## src/rtl/rlwe_pipe_vlsu_burst.sv

```systemverilog
// Multi-beat vector load/store unit between the RLWE EXU and the DMEM port.
// Optional feature macro RLWE_VLSU_STRIDE_EN adds a programmable per-beat byte stride.
module rlwe_pipe_vlsu_burst #(
  parameter int LANE      = 4,
  parameter int XLEN      = 32,
  parameter int AWIDTH    = 32,
  parameter int MAX_BEATS = 128,
  localparam int CNT_W    = $clog2(MAX_BEATS + 1),
  localparam int DW       = LANE * XLEN
) (
  input  logic              clk,
  input  logic              rst_n,
  input  logic              exu2vlsu_req,
  input  logic              exu2vlsu_store,
  input  logic [AWIDTH-1:0] exu2vlsu_addr,
  input  logic [CNT_W-1:0]  exu2vlsu_beats,
  input  logic              exu2vlsu_kill,
  input  logic [DW-1:0]     exu2vlsu_s_data,
`ifdef RLWE_VLSU_STRIDE_EN
  input  logic [AWIDTH-1:0] exu2vlsu_stride,
`endif
  output logic              vlsu2exu_s_pop,
  output logic              vlsu2exu_l_vld,
  output logic [DW-1:0]     vlsu2exu_l_data,
  output logic [CNT_W-1:0]  vlsu2exu_l_idx,
  output logic              vlsu2exu_rdy,
  output logic              vlsu2exu_exc,
  output logic [3:0]        vlsu2exu_exc_code,
  output logic              vlsu_busy,
  output logic              vlsu2dmem_req,
  output logic              vlsu2dmem_cmd,
  output logic [AWIDTH-1:0] vlsu2dmem_addr,
  output logic [DW-1:0]     vlsu2dmem_wdata,
  input  logic              dmem2vlsu_req_ack,
  input  logic [DW-1:0]     dmem2vlsu_rdata,
  input  logic [1:0]        dmem2vlsu_resp
);

  localparam int         ALIGN_W    = $clog2(LANE) + 2;
  localparam logic [1:0] RESP_OK    = 2'd1;
  localparam logic [1:0] RESP_ER    = 2'd2;
  localparam logic [3:0] EXC_LD_MIS = 4'd4;
  localparam logic [3:0] EXC_LD_FLT = 4'd5;
  localparam logic [3:0] EXC_ST_MIS = 4'd6;
  localparam logic [3:0] EXC_ST_FLT = 4'd7;

  typedef enum logic [1:0] {S_IDLE, S_REQ, S_RESP} state_t;

  state_t            r_state;
  state_t            w_nextState;
  logic [AWIDTH-1:0] r_addr;
  logic [CNT_W-1:0]  r_beats;
  logic [CNT_W-1:0]  r_count;
  logic              r_store;
  logic              r_killed;
  logic              r_excPend;
  logic [3:0]        r_excCodePend;
  logic              r_rdyPend;

  logic [AWIDTH-1:0] w_stride;
  logic              w_misalign;
  logic [CNT_W-1:0]  w_countInc;
  logic              w_lastBeat;
  logic              w_killed;
  logic              w_dmemReq;
  logic              w_lVld;
  logic              w_sPop;
  logic              w_rdyBurst;
  logic              w_excResp;

`ifdef RLWE_VLSU_STRIDE_EN
  logic [AWIDTH-1:0] r_stride;

  always_ff @(posedge clk or negedge rst_n) begin
    if (!rst_n) begin
      r_stride <= '0;
    end else if (r_state == S_IDLE && exu2vlsu_req) begin
      r_stride <= exu2vlsu_stride;
    end
  end

  assign w_stride   = r_stride;
  assign w_misalign = (exu2vlsu_addr[ALIGN_W-1:0] != '0) ||
                      (exu2vlsu_stride[ALIGN_W-1:0] != '0);
`else
  localparam logic [AWIDTH-1:0] BEAT_BYTES = AWIDTH'(LANE * 4);

  assign w_stride   = BEAT_BYTES;
  assign w_misalign = exu2vlsu_addr[ALIGN_W-1:0] != '0;
`endif

  assign w_countInc = r_count + CNT_W'(1);
  assign w_lastBeat = (w_countInc == r_beats);
  // A kill seen earlier in RESP must still hold while the response is awaited.
  assign w_killed   = exu2vlsu_kill || r_killed;

  always_ff @(posedge clk or negedge rst_n) begin
    if (!rst_n) begin
      r_state       <= S_IDLE;
      r_addr        <= '0;
      r_beats       <= '0;
      r_count       <= '0;
      r_store       <= 1'b0;
      r_killed      <= 1'b0;
      r_excPend     <= 1'b0;
      r_excCodePend <= 4'd0;
      r_rdyPend     <= 1'b0;
    end else begin
      r_state   <= w_nextState;
      r_excPend <= 1'b0;
      r_rdyPend <= 1'b0;
      case (r_state)
        S_IDLE: begin
          if (exu2vlsu_req) begin
            if (w_misalign) begin
              r_excPend     <= 1'b1;
              r_excCodePend <= exu2vlsu_store ? EXC_ST_MIS : EXC_LD_MIS;
            end else if (exu2vlsu_beats == '0) begin
              r_rdyPend <= 1'b1;
            end else begin
              r_addr   <= exu2vlsu_addr;
              r_beats  <= exu2vlsu_beats;
              r_store  <= exu2vlsu_store;
              r_count  <= '0;
              r_killed <= 1'b0;
            end
          end
        end
        S_REQ: begin
          if (dmem2vlsu_req_ack && exu2vlsu_kill) r_killed <= 1'b1;
        end
        S_RESP: begin
          if (exu2vlsu_kill) r_killed <= 1'b1;
          if (dmem2vlsu_resp == RESP_OK) begin
            r_count <= w_countInc;
            r_addr  <= r_addr + w_stride;
          end
        end
        default: ;
      endcase
    end
  end

  always_comb begin
    w_nextState = r_state;
    w_dmemReq   = 1'b0;
    w_lVld      = 1'b0;
    w_sPop      = 1'b0;
    w_rdyBurst  = 1'b0;
    w_excResp   = 1'b0;
    case (r_state)
      S_IDLE: begin
        if (exu2vlsu_req && !w_misalign && exu2vlsu_beats != '0) w_nextState = S_REQ;
      end
      S_REQ: begin
        w_dmemReq = 1'b1;
        if (dmem2vlsu_req_ack)  w_nextState = S_RESP;
        else if (exu2vlsu_kill) w_nextState = S_IDLE;
      end
      S_RESP: begin
        if (dmem2vlsu_resp == RESP_OK) begin
          w_lVld      = !r_store && !w_killed;
          w_sPop      = r_store && !w_killed;
          w_rdyBurst  = w_lastBeat && !w_killed;
          w_nextState = (w_lastBeat || w_killed) ? S_IDLE : S_REQ;
        end else if (dmem2vlsu_resp == RESP_ER) begin
          w_excResp   = 1'b1;
          w_nextState = S_IDLE;
        end
      end
      default: w_nextState = S_IDLE;
    endcase
  end

  assign vlsu2exu_s_pop    = w_sPop;
  assign vlsu2exu_l_vld    = w_lVld;
  assign vlsu2exu_l_data   = w_lVld ? dmem2vlsu_rdata : '0;
  assign vlsu2exu_l_idx    = w_lVld ? r_count : '0;
  assign vlsu2exu_rdy      = r_rdyPend || w_rdyBurst;
  assign vlsu2exu_exc      = r_excPend || w_excResp;
  assign vlsu2exu_exc_code = r_excPend ? r_excCodePend :
                             w_excResp ? (r_store ? EXC_ST_FLT : EXC_LD_FLT) : 4'd0;
  assign vlsu_busy         = (r_state != S_IDLE);
  assign vlsu2dmem_req     = w_dmemReq;
  assign vlsu2dmem_cmd     = w_dmemReq && r_store;
  assign vlsu2dmem_addr    = r_addr;
  assign vlsu2dmem_wdata   = exu2vlsu_s_data;

endmodule

```

## config.mk

```make
export PLATFORM = sky130hd
export DESIGN_NAME = rlwe_pipe_vlsu_burst
export DESIGN_NICKNAME = d
export VERILOG_FILES = /design/src/rtl/rlwe_pipe_vlsu_burst.sv
export SDC_FILE = /design/constraint.sdc
export NUM_CORES = 1
export LEC_CHECK = 0
export CORE_AREA = 2 2 241 243
export DETAILED_ROUTE_END_ITERATION = 6
export DIE_AREA = 0 0 243 245
export HOLD_SLACK_MARGIN = 0.15
export RECOVER_POWER = 50
export SYNTH_ARGS = -nofsm -noshare
export SYNTH_HDL_FRONTEND = slang
export SYNTH_SLANG_ARGS = --single-unit
```

## constraint.sdc

```tcl
create_clock -name clk -period 2.75 [get_ports clk]
set_input_delay 0.275 -clock clk [delete_from_list [all_inputs] [get_ports clk]]
set_output_delay 0.275 -clock clk [all_outputs]
set_load 0.01 [all_outputs]
```

Word-level counts from Yosys, hierarchy flattened
Index checks and enable logic that the tools add are counted.
{"block": "word_totals", "output_inout_bits": 307, "regBits": 58, "inputBits": 304}
{"block": "classes", "n_reduce_logical": 26, "n_addsub": 2, "n_eq_ne": 14, "bitwise_logic": 2, "mux": 46}
{"op": "$mux 128", "n": 1}
{"op": "$mux 32", "n": 4}
{"op": "$pmux 32 s2", "n": 1}
{"op": "$mux 8", "n": 5}
{"op": "$add 32x5->32 const B", "n": 1}
{"op": "$mux 1", "n": 23}
{"op": "$pmux 8 s2", "n": 1}
{"op": "$mux 2", "n": 7}
{"op": "$ne 2x2->1 const B", "n": 7}
{"op": "$add 8x1->8 const B", "n": 1}
{"op": "$eq 8x8->1", "n": 1}
{"op": "$logic_not 8->1", "n": 1}
{"op": "$reduce_bool 8->1", "n": 1}
{"op": "$logic_and 1x1->1", "n": 7}
{"op": "$ne 3x3->1 const B", "n": 2}
{"op": "$pmux 2 s3", "n": 1}
{"op": "$reduce_and 3->1", "n": 2}
{"op": "$reduce_and 6->1", "n": 1}
{"op": "$reduce_and 5->1", "n": 1}
{"op": "$eq 2x1->1 const B", "n": 2}
{"op": "$eq 2x2->1 const B", "n": 2}
{"op": "$logic_or 1x1->1", "n": 4}
{"op": "$mux 4", "n": 1}
{"op": "$reduce_and 4->1", "n": 1}
{"op": "8 further kinds", "n": 12}

Logic depth before layout (Yosys ltp)
Gate-level depths: netlist of run 1.
{"block": "logic_depth", "depth_word": 6, "depth_mapped": 9, "ltp_nobuf": 7}

Worst setup path after synthesis of run 1
No wires, ideal clock.
{"block": "synth_path", "path_kind": "register to register", "from": "register r_state[0]", "to": "register r_killed", "arrival_time_ps": 1945, "synth_period_minus_slack_ps": 2073, "stages_incl_launch_ff": 9, "path_buffers": 1, "setup_slack_ps": 677, "path_cell_list": "dfrtp_1 -> inv_1 -> ha_1 -> nand2_1 -> a211oi_4 -> buf_4 -> nor2_1 -> nor3_1 -> mux2_1"}
{"block": "synth_via", "elab_chain_len": 3}
{"item": "from (decl)", "line": "49", "rtl": "state_t r_state;"}
{"item": "from (signal assigned)", "line": "109", "rtl": "r_state <= w_nextState;"}
{"item": "$eq 2x1->1, or another cell as far along", "line": "112", "rtl": "case (r_state)"}
{"item": "$ne 2x2->1 (no line) / $reduce_bool 3->1 (equally long branches)"}
{"item": "$reduce_and 6->1 (no line)"}
{"item": "to (signal assigned)", "line": "125", "rtl": "r_killed <= 1'b0;"}
{"item": "to (signal assigned)", "line": "130", "rtl": "if (dmem2vlsu_req_ack && exu2vlsu_kill) r_killed <= 1'b1;"}
{"item": "to (signal assigned)", "line": "133", "rtl": "if (exu2vlsu_kill) r_killed <= 1'b1;"}
{"item": "to (decl)", "line": "55", "rtl": "logic r_killed;"}
Several ways; a longest one is shown, not always the timed one.
A chain may end at the register's enable or synchronous reset.

Worst setup path in the final report of run 1
{"block": "layout_path", "from": "input port dmem2vlsu_resp[1]", "to": "output port vlsu2exu_l_data[15]"}
{"block": "layout_via", "elab_chain_len": 4}
{"item": "from (decl)", "line": "36", "rtl": "input logic [1:0] dmem2vlsu_resp"}
{"item": "$eq 2x1->1", "line": "161", "rtl": "if (dmem2vlsu_resp == RESP_OK) begin"}
{"item": "$mux 1", "line": "161"}
{"item": "$mux 1", "line": "151", "rtl": "case (r_state)"}
{"item": "$mux 128", "line": "177", "rtl": "assign vlsu2exu_l_data = w_lVld ? dmem2vlsu_rdata : '0;"}
{"item": "to (decl)", "line": "24", "rtl": "output logic [DW-1:0] vlsu2exu_l_data,"}
Every way passes these cells.

==> impl_metrics.tcl, run 1 <==
set metrics [dict create \
    vias 5910 \
    r2r_setup_slack_ps 400 \
    die-area_um2 59500 \
    drt_iter0_markers 286 \
    grt_use_total_pct 11.1 \
    end_kind "output pin" \
    critical-path-top-delay-family "buffers and inverters" \
    max_cap_violations 0 \
    ys_ff_latch 56 \
    dp_hpwl_um 29400 \
    final_common_cell "clkdlybuf4s50_1" \
    grt_overflow_total 0 \
    synthTopCellsByArea "dfrtp_1 26%, buf_4 18%, and2_1 16%" \
    numCtsBuffers 5 \
    ir_worst_vdd_v 0.000451 \
    routed_wl_um 34700 \
    die_w_um 243 \
    synth_edf_count 0 \
    viasPerCell 3.50 \
    fp.dieH_um 245 \
    antenna_found_initial 13 \
    hold_class "reg2reg" \
    period_share_pct 98.9 \
    p_per_area_nw_per_um2 535 \
    leakagePower_nw 3.77 \
    crit_chain "clkdlybuf4s50_1 > inv_1 > ha_1 > nand2_1 > nor4_4 > buf_4 > buf_4 > and2_1 > clkdlybuf4s50_1" \
    cp.arrival_ps 2440 \
    worstReg2RegEnd "vlsu2dmem_addr[10]" \
    hold-path-endpoint "r_excCodePend[2]" \
    avgSynthCellArea_um2 8.05 \
    cts_root_buf "clkbuf_16" \
    fin_total_pwr_mw 5.11 \
    cp-start-kind "input pin" \
    max_stage_delay_ps 560 \
    path_buf_inv 5 \
    r2r_cells 9 \
    status "finished clean" \
    hp-start "r_excCodePend[2]" \
    min_period_ps 2720 \
    routedWlPerCell_um 20.5 \
    setup_tns_ps 0 \
    drive_above_1_share_pct 11.5 \
    hold_viol 0 \
    initial_utilization_pct 9.55 \
    grt_pass1_vias 5833 \
    synth_top_area_share_pct 25.7 \
    ios 611 \
    rsz0062_at_grt "yes" \
    ys_warn_count 0 \
    max_freq_mhz 368 \
    topRoutingLayerUsed "met5" \
    met2WireLength_um 18200 \
    clk_path_buf_depth 2 \
    yosys_most_used_dff "dfrtp_1" \
    synthCells 677 \
    clock-sinks 56 \
    wl_met1_um 12000 \
    final_nets 1230 \
    clk_latency_ps 310 \
    clkTransAtPathRegs_ps 70 \
    skew_ps 14.6 \
    ys_seq_area_share_pct 25.7 \
    core_um2 57000 \
    grt_max_degree 30 \
    cts_tree "done" \
    slew_viol_final 0 \
    syn-cell-area_um2 5450 \
    crit_fanout 13 \
    route.met3.wl_um 3370 \
    port_buffers 353 \
    r2r-start "r_state[0]" \
    setup_viol 0 \
    cp_slowest_cell "clkdlybuf4s50_1" \
    synth_top_area_cell "dfrtp_1" \
    layout_common_cells "278 x clkdlybuf4s50_1, 139 x and2_1, 56 x nand2_1" \
    synth_nets 990 \
    ys_types 67 \
    fillers 6440 \
    hold_depth 1 \
    htree_levels 2 \
    grt_first_pass_wirelength_um 46700 \
    critical_path_class "in2out" \
    drc_errors 0 \
    synthToLayoutAreaGrowth_pct 75.3 \
    slew_headroom_pct 0.851 \
    ant_nets 0 \
    async_flop_share_pct 100 \
    rows 88 \
    gp_congestion 0.842 \
    dr.pass1.iters 5 \
    tightest_slew_ps 1490 \
    crit_required_ps 2480 \
]
[layout make-up]
cell class / instances / area, um^2 / share of cell area [%]
antenna: 7 / 17.5 / 0.184
clock buffer: 5 / 125 / 1.31
tap: 765 / 957 / 10.0
inverter: 9 / 33.8 / 0.354
timing repair buffer: 402 / 4090 / 42.9
multi-input combinational: 443 / 2890 / 30.3
clock inverter: 3 / 26.3 / 0.275
sequential: 56 / 1410 / 14.7
[report_power, final]
part           leakage [nW]  switching (mW)  internal, mW  total, mW
sequential            0.696           0.442          1.16       1.61
combinational          3.01            1.36          1.45       2.81
clock                0.0680           0.350         0.346      0.696
total                  3.77            2.15          2.96       5.11
[worst reg2reg max path, cell delays in order, from the launching register on]
cell      delay, ps
dfrtp_1         400
inv_2            90
ha_1            180
buf_4           290
clkinv_1        200
nor2_1          520
a21oi_4          80
buf_4           200
a31o_2          210
a21oi_1         130
[logic make-up after synthesis]
kind of cell	after synthesis	share of synthesized area, %
AND/OR/NAND/NOR	291	30.6
other	1	0.0689
XOR/XNOR	9	1.45
AO/OA/AOI/OAI	120	15.9
multiplexers	13	2.57
adder cells (fa/ha/maj)	9	2.07
buffers and inverters	178	21.6
flip-flops	56	25.7
[metal layers]
| metal | vias up | global-route usage (%) |
|---|---|---|
| met2 | 359 | 21.0 |
| li1 | 2679 | - |
| met3 | 62 | 4.70 |
| met1 | 2798 | 11.0 |
| met4 | 12 | 3.07 |
| met5 | - | 0 |
[metrics by stage]
stage / util, % / cells / hold slack, ps / cell area, um^2 / worst slack (ps)
after floorplan: - / 677 / -20.6 / 5450 / 677
after global placement: 16.3 / 1668 / 323 / 9300 / -165
after detailed placement: 16.3 / 1668 / 330 / 9300 / -157
after CTS: 16.7 / 1682 / 484 / 9520 / -161
after global routing: 16.7 / 1683 / 508 / 9530 / -57.2
final: 16.7 / 1690 / 480 / 9550 / 30.7
[state kept, by name (all words and copies together) (netlist names)]
register and count:
r_beats 8, r_count 8, r_excCodePend 2, r_excPend 1, r_killed 1, r_rdyPend 1
r_state 2, r_store 1, vlsu2dmem_addr 32
[synth_stat cells (all sizes together) (7+ instances only)]
master  instances
a21oi          15
nor3           12
and2          139
nor2           16
clkbuf         29
nand3          18
inv             8
o21ai          35
dfrtp          56
and3            9
mux2            8
a31oi           7
ha              9
a22oi          10
and4            9
buf           140
nand2          57
[how the worst max path moves through the flow]
stage                     slack, ps               from                    to  cells past startpoint
after floorplan                 680         r_state[0]              r_killed                      8
after global placement         -170         r_count[3]          vlsu2exu_rdy                      7
after detailed placement       -160         r_count[3]          vlsu2exu_rdy                      7
after CTS                      -160         r_count[4]          vlsu2exu_rdy                      7
after global routing            -60         r_state[0]  vlsu2exu_l_data[100]                      8
final                            30  dmem2vlsu_resp[1]   vlsu2exu_l_data[15]                      9
[what timing repair did]
action	in CTS	in global routing
hold buffers	1	0
gates resized for setup	41	2
cloned	2	0
endpoints found under the hold margin	23	0
endpoints found under the setup margin	44	51
buffers inserted	3	1
pin swaps	0	1
Note: power is estimated with default switching activity, not from simulation.
==> run 2, diff against run 1 <==
--- a/config.mk
+++ b/config.mk
@@ -6,6 +6,7 @@
 export NUM_CORES = 1
 export LEC_CHECK = 0
 export CORE_AREA = 2 2 241 243
+export CTS_CLUSTER_SIZE = 20
 export DETAILED_ROUTE_END_ITERATION = 6
 export DIE_AREA = 0 0 243 245
 export HOLD_SLACK_MARGIN = 0.15
==> results of run 2 <==
Same layout as run 1: the final DEF is identical, and so are final timing and power.
==> run 3, diff against run 2 <==
--- a/config.mk
+++ b/config.mk
@@ -10,7 +10,6 @@
 export DETAILED_ROUTE_END_ITERATION = 6
 export DIE_AREA = 0 0 243 245
 export HOLD_SLACK_MARGIN = 0.15
-export RECOVER_POWER = 50
 export SYNTH_ARGS = -nofsm -noshare
 export SYNTH_HDL_FRONTEND = slang
 export SYNTH_SLANG_ARGS = --single-unit
==> impl_metrics.tcl, run 3 (synthesized netlist as in run 1, its figures left out) <==
set metrics [dict create \
    p_per_area_nw_per_um2 539 \
    rows 88 \
    routedWlPerCell_um 20.5 \
    drt_iter0_markers 273 \
    crit_chain "clkdlybuf4s50_1 > inv_1 > ha_1 > nand2_1 > nor4_4 > buf_4 > buf_4 > and2_1 > clkdlybuf4s50_1" \
    slew_viol_final 0 \
    cp-start-kind "input pin" \
    numCtsBuffers 5 \
    ant_nets 0 \
    hold_depth 1 \
    antenna_found_initial 13 \
    period_share_pct 98.9 \
    clk_latency_ps 310 \
    initial_utilization_pct 9.55 \
    hold_viol 0 \
    status "finished clean" \
    hold_class "reg2reg" \
    crit_cells 9 \
    drive_above_1_share_pct 11.8 \
    path_buf_inv 5 \
    fillers 6437 \
    cts_root_buf "clkbuf_16" \
    fp.dieH_um 245 \
    min_period_ps 2720 \
    max_stage_delay_ps 560 \
    port_buffers 353 \
    grt_max_degree 30 \
    leakagePower_nw 3.76 \
    dp_hpwl_um 29400 \
    crit_fanout 13 \
    core_um2 57000 \
    ir_worst_vdd_v 0.000479 \
    grt_pass1_vias 5833 \
    slew_headroom_pct 58.3 \
    grt_use_total_pct 11.1 \
    max_cap_violations 0 \
    dr.pass1.iters 5 \
    cp.arrival_ps 2440 \
    skew_ps 14.3 \
    clk_path_buf_depth 2 \
    setup_tns_ps 0 \
    synthToLayoutAreaGrowth_pct 75.4 \
    setup_viol 0 \
    largest_register_ffs 32 \
    cts_tree "done" \
    critical-path-top-delay-family "buffers and inverters" \
    htree_levels 2 \
    routed_wl_um 34700 \
    cp_slowest_cell "clkdlybuf4s50_1" \
    grt_first_pass_wirelength_um 46700 \
    vias 5888 \
    rsz0062_at_grt "yes" \
    grt_overflow_total 0 \
    final_common_cell "clkdlybuf4s50_1" \
    postLayoutCoreUtil_pct 16.8 \
    layout_common_cells "293 x clkdlybuf4s50_1, 139 x and2_1, 56 x nand2_1" \
    drc_errors 0 \
    critical_path_class "in2out" \
    tightest_slew_ps 625 \
    die-area_um2 59500 \
    clock-sinks 56 \
    ios 611 \
    max_freq_mhz 368 \
    r2r_cells 9 \
    end_kind "output pin" \
    final_nets 1230 \
    crit_required_ps 2480 \
    die_w_um 243 \
    viasPerCell 3.48 \
    clkTransAtPathRegs_ps 70 \
    gp_congestion 0.842 \
]
## run 3: final cells by class
| class | instances | area, um^2 | share of cell area (%) |
|---|---|---|---|
| Tap cell | 765 | 957 | 10.0 |
| Sequential cell | 56 | 1410 | 14.7 |
| Multi-Input combinational cell | 443 | 2890 | 30.3 |
| Clock inverter | 3 | 26.3 | 0.275 |
| Clock buffer | 5 | 125 | 1.31 |
| Timing Repair Buffer | 402 | 4100 | 42.9 |
| Inverter | 9 | 33.8 | 0.354 |
| Antenna cell | 7 | 17.5 | 0.183 |
## run 3: repair_timing
item                                    4_1_cts  5_1_grt
setup buffers                                 3        1
endpoints found under the hold margin        23        0
pin swaps                                     0        1
hold buffers                                  1        0
endpoints found under the setup margin       44       51
resized for setup                            41        2
cloned                                        2        0
## run 3: worst paths after layout
kind,slack [ps],from,endpoint
max,30,dmem2vlsu_resp[1],vlsu2exu_l_data[15]
min,480,r_excCodePend[2],r_excCodePend[2]
max reg2reg,420,r_state[0],vlsu2dmem_addr[10]
min reg2reg,480,r_excCodePend[2],r_excCodePend[2]
max in group asynchronous,1480,rst_n,r_count[4]
min in group asynchronous,510,rst_n,vlsu2dmem_addr[4]
## run 3: per-layer routing
metal  up-vias  track usage (%)  share of wire (%)  wire length, um
met2       343             21.0                 53            18300
met4        12             3.07                2.5              860
met3        60             4.70                9.4             3250
li1       2680                -                  -                -
met5         -                0               0.21               74
met1      2793             11.0                 35            12200
## run 3: metrics by stage
stage	cells	cell area [um^2]	hold WS [ps]	total power, mW	setup slack, ps
4_1_cts	1682	9520	484	5.25	-161
5_1_grt	1683	9540	508	5.54	-57.2
2_1_floorplan	677	5450	-20.6	3.08	677
3_3_place_gp	1668	9300	323	4.41	-165
6_report	1690	9560	480	5.15	30.7
3_5_place_dp	1668	9300	330	4.47	-157
## run 3: report_power, final
| part | internal (mW) | total [mW] | switching, mW | leakage, nW |
|---|---|---|---|---|
| clock network | 0.346 | 0.696 | 0.350 | 0.0680 |
| registers | 1.16 | 1.61 | 0.450 | 0.696 |
| logic | 1.49 | 2.84 | 1.36 | 2.99 |
==> edit: new RTL, flow settings as in run 1 <==
Encoding of `state_t`: now one-hot (3 bits for 3 states).
--- a/src/rtl/rlwe_pipe_vlsu_burst.sv
+++ b/src/rtl/rlwe_pipe_vlsu_burst.sv
@@ -44,7 +44,7 @@
   localparam logic [3:0] EXC_ST_MIS = 4'd6;
   localparam logic [3:0] EXC_ST_FLT = 4'd7;
 
-  typedef enum logic [1:0] {S_IDLE, S_REQ, S_RESP} state_t;
+  typedef enum logic [2:0] {S_IDLE = 3'b001, S_REQ = 3'b010, S_RESP = 3'b100} state_t;
 
   state_t            r_state;
   state_t            w_nextState;
Check against the original RTL: no difference found for any inputs over 4 cycles, from zero or initial values and one cycle with rst_n low; so few cycles prove little.
==> edit against run 1 <==
- sequential cell count up 1
- worst setup slack better by 0.045 ns
- total power down 20%
- cell area down 5.7%
- cell count down 0.77%
- wire length up 26%
- area after synthesis down 4.7%
- worst hold slack worse by 0.0074 ns
==> edit: results (changes against run 1) <==
postCtsSetupBuffers: 4  # was 3
cts_buffers: 9  # was 5
drtPass1Iterations: 6  # was 5
cts_resized: 153  # was 41
syn-num-nets: 967  # was 990
grt_usage_pct: 14.1  # was 11.1%
p_leak_nw: 3.74  # was 3.77 nW
use_met2_pct: 27.0  # was 21.0%
yosysSeqAreaShare_pct: 27.5  # was 25.7%
outcome: "complete, no violations"  # unchanged
ys_types: 56  # was 67
dp_hpwl_um: 38300  # was 29400 um
powerSeq_mw: 1.41  # was 1.61 mW
grt_antenna_before_repair: 47  # was 13
drtIter0Drc: 206  # was 286
crit-reg2reg-launch: "r_state[1]"  # was r_state[0]
drive_gt1_share_pct: 21.6  # was 11.5%
path_clk_slew_ns: 0.05  # was 0.07 ns
final_nets: 1216  # was 1230
worst_pin_slew_ns: 1.09  # was 1.49 ns
skew_ns: 0.00629  # was 0.0146 ns
met1_usage_pct: 13.2  # was 11.0%
wl_met1_um: 14000  # was 12000 um
r2r_slack_ns: 0.13  # was 0.40 ns
grt_pass1_wl_um: 56300  # was 46700 um
setup.worst_path.end: "vlsu2exu_l_data[98]"  # was vlsu2exu_l_data[15]
dp_cells: 1654  # was 1668
syn_avg_cell_area_sq_um: 7.87  # was 8.05 sq um
num_vias: 6000  # was 5910
swShare_pct: 32.7  # was 42.1%
synthTopCellsByCount: "and2_1 (139), buf_4 (133), dfrtp_1 (56), a21oi_1 (42), o21ai_0 (36)"  # was and2_1 (139), buf_4 (133), dfrtp_1 (56), nand2_1 (56), clkbuf_1 (28)
place.gp.congestion: 0.984  # was 0.842
setup.worst_path.start: "dmem2vlsu_resp[0]"  # was dmem2vlsu_resp[1]
cts_max_level: 3  # was 2
place_ws_ns: -0.214  # was -0.157 ns
fin_hold_ws_ns: 0.473  # was 0.480 ns
wl_met2_um: 22900  # was 18200 um
## edit: changes by cell type in the layout (fill, tap and decap cells not counted), sizes merged, moves of 6 or more
cell,run 1,this run
a22oi,10,1
a21oi,15,42
dlygate4sd2,32,14
clkdlybuf4s50,278,204
clkbuf,9,101
diode,7,0
clkdlybuf4s15,0,20
buf,70,63
nand2,57,34
and4,9,2
nor2,16,35
nor2b,3,9
## edit: final cells by class
cell class                      instances  area share [%]
Timing Repair Buffer                  402            40.2
Multi-Input combinational cell        433            29.7
Sequential cell                        57            15.9
Tap cell                              765            10.6
Clock buffer                           12            2.74
Clock inverter                          3           0.723
Inverter                                5           0.208
## edit: cell families (layout without fill, tap and decap cells)
family / Yosys count / count (layout) / synth area share (%)
xor+xnor: 8 / 8 / 1.35
other cells: 1 / 1 / 0.0723
mux: 16 / 16 / 3.33
buf+inv: 169 / 422 / 22.0
flops: 57 / 57 / 27.5
fa+ha+maj: 4 / 4 / 0.965
simple gates: 286 / 286 / 31.2
compound gates: 118 / 118 / 13.6
